$ cat config.mk
export PLATFORM = sky130hd
export DESIGN_NAME = counter_ctrl
export DESIGN_NICKNAME = d
export VERILOG_FILES = /design/src/rtl/counter_ctrl.sv
export SDC_FILE = /design/constraint.sdc
export NUM_CORES = 1
export LEC_CHECK = 0
export CAP_MARGIN = 25
export CORE_AREA = 2 2 39 41
export CTS_CLUSTER_DIAMETER = 60
export DETAILED_ROUTE_END_ITERATION = 8
export DIE_AREA = 0 0 41 43
export GPL_ROUTABILITY_DRIVEN = 0
export GPL_TIMING_DRIVEN = 0
export PLACE_DENSITY = 0.67
export SLEW_MARGIN = 20
export SYNTH_ARGS = -nofsm -noshare
export SYNTH_HDL_FRONTEND = slang
export SYNTH_SLANG_ARGS = --single-unit
$ cat constraint.sdc
create_clock -name clk -period 1 [get_ports clk]
set_input_delay 0.1 -clock clk [delete_from_list [all_inputs] [get_ports clk]]
set_output_delay 0.1 -clock clk [all_outputs]
set_load 0.005 [all_outputs]
$ cat src/rtl/counter_ctrl.sv
// rtl/counter_ctrl.sv - button-driven sequencing controller for the display counter
module counter_ctrl #(
  parameter int NUM_BITS  = 2,
  parameter int MAX_COUNT = 2**NUM_BITS - 1,
  parameter int PRESCALE  = 1,
  parameter bit AUTO_STOP = 1'b1
) (
  input  logic                clk,
  input  logic                rst_n,
  input  logic                btn_start,
  input  logic                btn_stop,
  input  logic                btn_clear,
  input  logic [NUM_BITS-1:0] cnt_val,
  output logic                cnt_start,
  output logic                cnt_stop,
  output logic                cnt_rst,
  output logic [1:0]          state,
  output logic                done
);

  typedef enum logic [1:0] {
    ST_IDLE  = 2'b00,
    ST_RUN   = 2'b01,
    ST_PAUSE = 2'b10,
    ST_DONE  = 2'b11
  } state_t;

  localparam logic [2:0] CMD_CLR  = 3'b001;
  localparam logic [2:0] CMD_HOLD = 3'b010;
  localparam logic [2:0] CMD_INC  = 3'b100;

  localparam int PW = (PRESCALE > 1) ? $clog2(PRESCALE) : 1;
  localparam logic [PW-1:0]       PRE_LAST = PW'(PRESCALE - 1);
  localparam logic [NUM_BITS-1:0] MAX_VAL  = NUM_BITS'(MAX_COUNT);

  // bit 0 start, bit 1 stop, bit 2 clear
  logic [2:0] btn_raw;
  logic [2:0] sync_1;
  logic [2:0] sync_2;
  logic [2:0] sync_3;
  logic [2:0] pulse;
  logic       start_p;
  logic       stop_p;
  logic       clear_p;

  state_t     state_q;
  logic [PW-1:0] presc_q;
  logic       tick;
  logic       at_max;
  logic [2:0] cmd;

  assign btn_raw = {btn_clear, btn_stop, btn_start};
  assign pulse   = sync_2 & ~sync_3;
  assign start_p = pulse[0];
  assign stop_p  = pulse[1];
  assign clear_p = pulse[2];

  // Two-flop synchroniser per button plus a delayed copy for rising-edge detection
  always_ff @(posedge clk or negedge rst_n) begin
    if (!rst_n) begin
      sync_1 <= '0;
      sync_2 <= '0;
      sync_3 <= '0;
    end else begin
      sync_1 <= btn_raw;
      sync_2 <= sync_1;
      sync_3 <= sync_2;
    end
  end

  assign tick   = (state_q == ST_RUN) && (presc_q == PRE_LAST);
  assign at_max = (cnt_val == MAX_VAL);

  // Sequencing FSM and prescaler; the prescaler restarts only when a fresh run
  // begins from IDLE so that a PAUSE/resume keeps the partial interval
  always_ff @(posedge clk or negedge rst_n) begin
    if (!rst_n) begin
      state_q <= ST_IDLE;
      presc_q <= '0;
    end else if (clear_p) begin
      state_q <= ST_IDLE;
      presc_q <= '0;
    end else begin
      case (state_q)
        ST_IDLE: begin
          if (start_p) begin
            state_q <= ST_RUN;
            presc_q <= '0;
          end
        end
        ST_RUN: begin
          presc_q <= tick ? '0 : presc_q + PW'(1);
          if (stop_p) begin
            state_q <= ST_PAUSE;
          end else if (tick && at_max && AUTO_STOP) begin
            state_q <= ST_DONE;
          end
        end
        ST_PAUSE: begin
          if (start_p) begin
            state_q <= ST_RUN;
          end
        end
        ST_DONE: begin
          state_q <= ST_DONE;
        end
      endcase
    end
  end

  // Counter command decode; only the three one-hot codes can ever be produced
  always_comb begin
    cmd = CMD_HOLD;
    case (state_q)
      ST_IDLE: cmd = CMD_CLR;
      ST_RUN: begin
        if (tick) begin
          if (!at_max) begin
            cmd = CMD_INC;
          end else if (AUTO_STOP) begin
            cmd = CMD_HOLD;
          end else begin
            cmd = CMD_CLR;
          end
        end
      end
      default: cmd = CMD_HOLD;
    endcase
  end

  assign {cnt_start, cnt_stop, cnt_rst} = cmd;
  assign state = state_q;
  assign done  = (state_q == ST_DONE);

  // Simulation-only sanity checks on parameters and the command encoding
  always_ff @(posedge clk) begin
    assert (MAX_COUNT <= 2**NUM_BITS - 1);
    assert (PRESCALE >= 1);
    assert ($onehot(cmd));
  end

endmodule

* After elaboration in Yosys (flattened, before gate mapping)
Cells that the tools add are included.
Widths: inputs -> output; s select.
** Storage, ports and cells
- Output and inout bits :: 6
- Word-level logic and storage cells :: 35
- Bits in registers :: 12
- Input port bits :: 7
** Operators by class
- Add/subtract/negate cells :: 1
- Reductions and logical operators :: 7
- Bitwise gates (word level) :: 3
- Mux-type cells :: 12
- Equality and inequality tests :: 7
** Operators by type and width (count)
- $mux 2 :: 4
- $eq 2x2->1 const B :: 3
- $mux 3 :: 2
- $pmux 2 s3 :: 1
- $pmux 3 s2 :: 1
- $ne 4x3->1 const B :: 1
- $reduce_and 2->1 :: 2
- $and 3x3->3 :: 1
- $mux 1 :: 3
- $ne 3x1->1 const B :: 1
- $ne 3x3->1 const B :: 1
- $not 3->3 :: 1
- $reduce_bool 3->1 :: 1
- $eq 2x1->1 const B :: 1
- $logic_and 1x1->1 :: 2
- $logic_not 2->1 :: 1
- $pmux 1 s2 :: 1
- $reduce_or 2->1 :: 1
- $add 1x1->1 const B :: 1
- $not 1->1 :: 1

* Logic depth before layout (Yosys ltp)
- Depth in word-level cells :: 7
- Mapped depth :: 3

* Worst setup path after synthesis
Ideal clock, no wire load.
- Kind :: reg-to-output
- Start :: register state_q[0] (netlist: state[0])
- End :: output cnt_stop
- Arrival time :: 0.861 ns
- Path slack :: 0.039 ns
- Stages on the path, launching flop included :: 4
- Required time :: 0.900 ns
- Cell sequence :: dfrtp_1 inv_2 a2111oi_4 nor2_1
** Between the ends
- Longest elaborated chain between the ends :: 4
- Elaborated cells on any way between the ends :: 5
- Classes of those cells :: eq/ne (1); mux (2); reduce/logical (2)
** Ends and longest elaborated chain
- start, declared :: RTL line 46 : state_t state_q;
- start signal, assigned :: RTL line 78 : state_q <= ST_IDLE;
- start signal, assigned :: RTL line 81 : state_q <= ST_IDLE;
- start signal, assigned :: RTL line 87 : state_q <= ST_RUN;
- $eq 2x1->1 :: RTL line 71, 114
- $logic_and 1x1->1 :: RTL line 71 : assign tick = (state_q == ST_RUN) && (presc_q == PRE_LAST);
- $mux 3 :: RTL line 117 : if (tick) begin
- $pmux 3 s2 * :: RTL line 114 : case (state_q)
- end, declared :: RTL line 15 : output logic cnt_stop,
Every way passes the cells marked *; elsewhere a longest branch is shown, timed or not.

* Final worst setup path
- Start :: register state_q[1] (netlist: state[1])
- End :: output cnt_stop
Same word-level chain as after synthesis.

==> results.sh <==
export IMPL_wl_per_cell_um=13.0
export IMPL_seq_area_frac_synth_pct=72.7
export IMPL_relSlewSlack_pct=66.6
export IMPL_cts_tree="yes"
export IMPL_cp_max_fo=3
export IMPL_r2r_start="state[1]$_DFFE_PN0P_"
export IMPL_p_leak_nw=0.301
export IMPL_start_util_pct=29.8
export IMPL_drive_gt1_share_pct=51.0
export IMPL_syn_avg_cell_area_um2=14.2
export IMPL_ir_drop_uv=780
export IMPL_start_kind="register"
export IMPL_first_pass_iters=1
export IMPL_yosys_cell_types_count=11
export IMPL_final_setup_viol_count=9
export IMPL_fin_area_um2=696
export IMPL_outcome="finished with violations"
export IMPL_wl_um=870
export IMPL_period_share_pct=135
export IMPL_worst_clock_skew_ns=0.00243
export IMPL_synth_top_family_by_area="compound AO/OA/AOI/OAI gates"
export IMPL_critPathLaunch="state[1]$_DFFE_PN0P_"
export IMPL_ys_warn_count=0
export IMPL_grt_first_pass_wirelength_mm=1.25
export IMPL_clk_pin_slew_ns=0.06
export IMPL_syn_num_nets=36
export IMPL_grt_max_degree=13
export IMPL_dieArea_um2=1760
export IMPL_rsz0062_at_grt="yes"
export IMPL_gr_usage_all_layers_pct=11.3
export IMPL_p_per_area_nw_per_um2=1600
export IMPL_yosysTopAreaCellShare_pct=72.7
export IMPL_endpoint_kind="primary output"
export IMPL_synth_ff_latch_count=12
export IMPL_first_global_vias=304
export IMPL_placed_cell_area_um2=553
export IMPL_dp_hpwl_um=492
export IMPL_cp_arrival_ns=1.25
export IMPL_max_clock_freq_ghz=0.740
export IMPL_ant_nets=0
export IMPL_antenna_found_initial=0
export IMPL_min_period_ns=1.35
export IMPL_min_path_type="primary input to async pin"
export IMPL_io_pins=13
export IMPL_fin_nets=60
export IMPL_tightest_slew_ns=0.500
export IMPL_fillers=138
export IMPL_cts_buffers=3
export IMPL_clock_latency_ns=0.26
export IMPL_maxCapViolCount=0
export IMPL_cts_num_sinks=12
export IMPL_viasPerCell=4.51
export IMPL_drt_iter0_markers=0
export IMPL_yosys_area_share_simple_pct=9.70
export IMPL_cts_max_level=1
export IMPL_setup_ws_ns=-0.352
export IMPL_r2r_setup_slack_ns=-0.09
export IMPL_insertedDiodeCount=0
export IMPL_utilization_pct=50.3
export IMPL_synthCells=29
export IMPL_synth_xor_area_share_pct=0
export IMPL_synth_compound_area_share_pct=13.9
export IMPL_synthMuxAreaShare_pct=0
export IMPL_num_vias=302
export IMPL_syn_area_um2=413
export IMPL_clock_root_buffer="clkbuf_4"
export IMPL_route_detailed_drc=0
export IMPL_area_delta_synth_final_pct=68.5
export IMPL_crit_type="register to primary output"
export IMPL_die_y_um=43
export IMPL_io_buffer_count=12
export IMPL_cts_buffer_depth=2
export IMPL_finalMaxSlewViolations=0
export IMPL_synth_largest_area_cell="dfrtp_1"
export IMPL_required_ns=0.90
export IMPL_violations="setup timing"
export IMPL_core_um2=1380
export IMPL_die_x_um=41
export IMPL_row_count=14
export IMPL_hold_viol=0
export IMPL_synth_fa_ha_area_share_pct=0
export IMPL_synth_top_cells_by_area="dfrtp_1 (73%), a2111oi_4 (6.7%), a311oi_1 (4.2%)"
export IMPL_holdBufCountCts=0
export IMPL_grt_overflow=0
## worst max-delay path: stages, from the launching register on
cell       delay (ns)
dfrtp_2          0.44
buf_12           0.14
a2111oi_4        0.23
nor2_1           0.07
buf_2            0.13
## flip-flops by register name, indices dropped and copies added, names as in the netlist
signal / flops
sync_2: 3
presc_q: 1
state: 2
sync_1: 3
sync_3: 3
## routing by layer
| layer | up-vias | GRT usage [%] | routed length [um] |
|---|---|---|---|
| met2 | 12 | 16.9 | 484 |
| met1 | 147 | 13.1 | 315 |
| met3 | 0 | 1.57 | 70 |
| met4 | 0 | 10.0 | 0 |
| met5 | - | 0 | 0 |
| li1 | 143 | - | - |
## final timing paths
kind                                   endpoint  cells past startpoint
max                                    cnt_stop                      4
min                         sync_2[1]$_DFF_PN0_                      1
max reg2reg                state[1]$_DFFE_PN0P_                      3
min reg2reg                 sync_2[1]$_DFF_PN0_                      0
max in group asynchronous  state[1]$_DFFE_PN0P_                      1
min in group clk            sync_1[0]$_DFF_PN0_                      1
## power breakdown
| part | internal [mW] | switching, mW |
|---|---|---|
| logic | 0.182 | 0.128 |
| clock network | 0.139 | 0.129 |
| registers | 0.516 | 0.0203 |
## Yosys cell counts
library cell / n
nor2_1: 4
o21a_1: 1
inv_1: 3
nor2b_1: 2
nor4_1: 1
a2111oi_4: 1
a311oi_1: 2
and3_1: 1
inv_2: 1
dfrtp_1: 12
a21oi_1: 1
## through the flow
step / TNS (ns) / hold slack, ns / std cells / setup slack, ns / total power, mW
detailed placement: -1.94 / 0.339 / 57 / -0.631 / 0.722
global placement: -1.86 / 0.332 / 57 / -0.600 / 0.718
global route: -1.96 / 0.214 / 67 / -0.437 / 1.18
finish: -1.45 / 0.176 / 67 / -0.352 / 1.11
CTS: -1.06 / 0.184 / 64 / -0.367 / 1.06
floorplan: 0 / -0.196 / 29 / 0.0394 / 0.603
## cells by family (layout without fill, tap and decap cells)
kind of cell / Yosys count / count (layout)
flip-flops: 12 / 12
AND/OR/NAND/NOR: 8 / 8
AO/OA/AOI/OAI: 5 / 5
buffers and inverters: 4 / 26
## cell type report
class,count,area [um^2],share of cell area (%)
multi-input cells,13,158,22.7
repair buffers,19,179,25.7
flip-flops and latches,12,302,43.3
well taps,16,20.0,2.88
clock buffers,3,22.5,3.24
inverters,4,15.0,2.16
## cells in the final DEF (no fill, tap or decap), drive strengths merged
master         netlist  final
nor4                 1      1
o21a                 1      1
a21oi                1      1
clkbuf               0      3
buf                  0     13
dfrtp               12     12
and3                 1      1
nor2b                2      2
a311oi               2      2
inv                  4      4
nor2                 4      4
clkdlybuf4s50        0      6
a2111oi              1      1
## what timing repair did
item | 4_1_cts | 5_1_grt
pin swaps | 2 | 4
resized for setup | 33 | 10
hold endpoints to repair | 0 | 0
setup endpoints to repair | 7 | 9
buffers inserted | 4 | 5
Power figures use the tool's default switching activity.
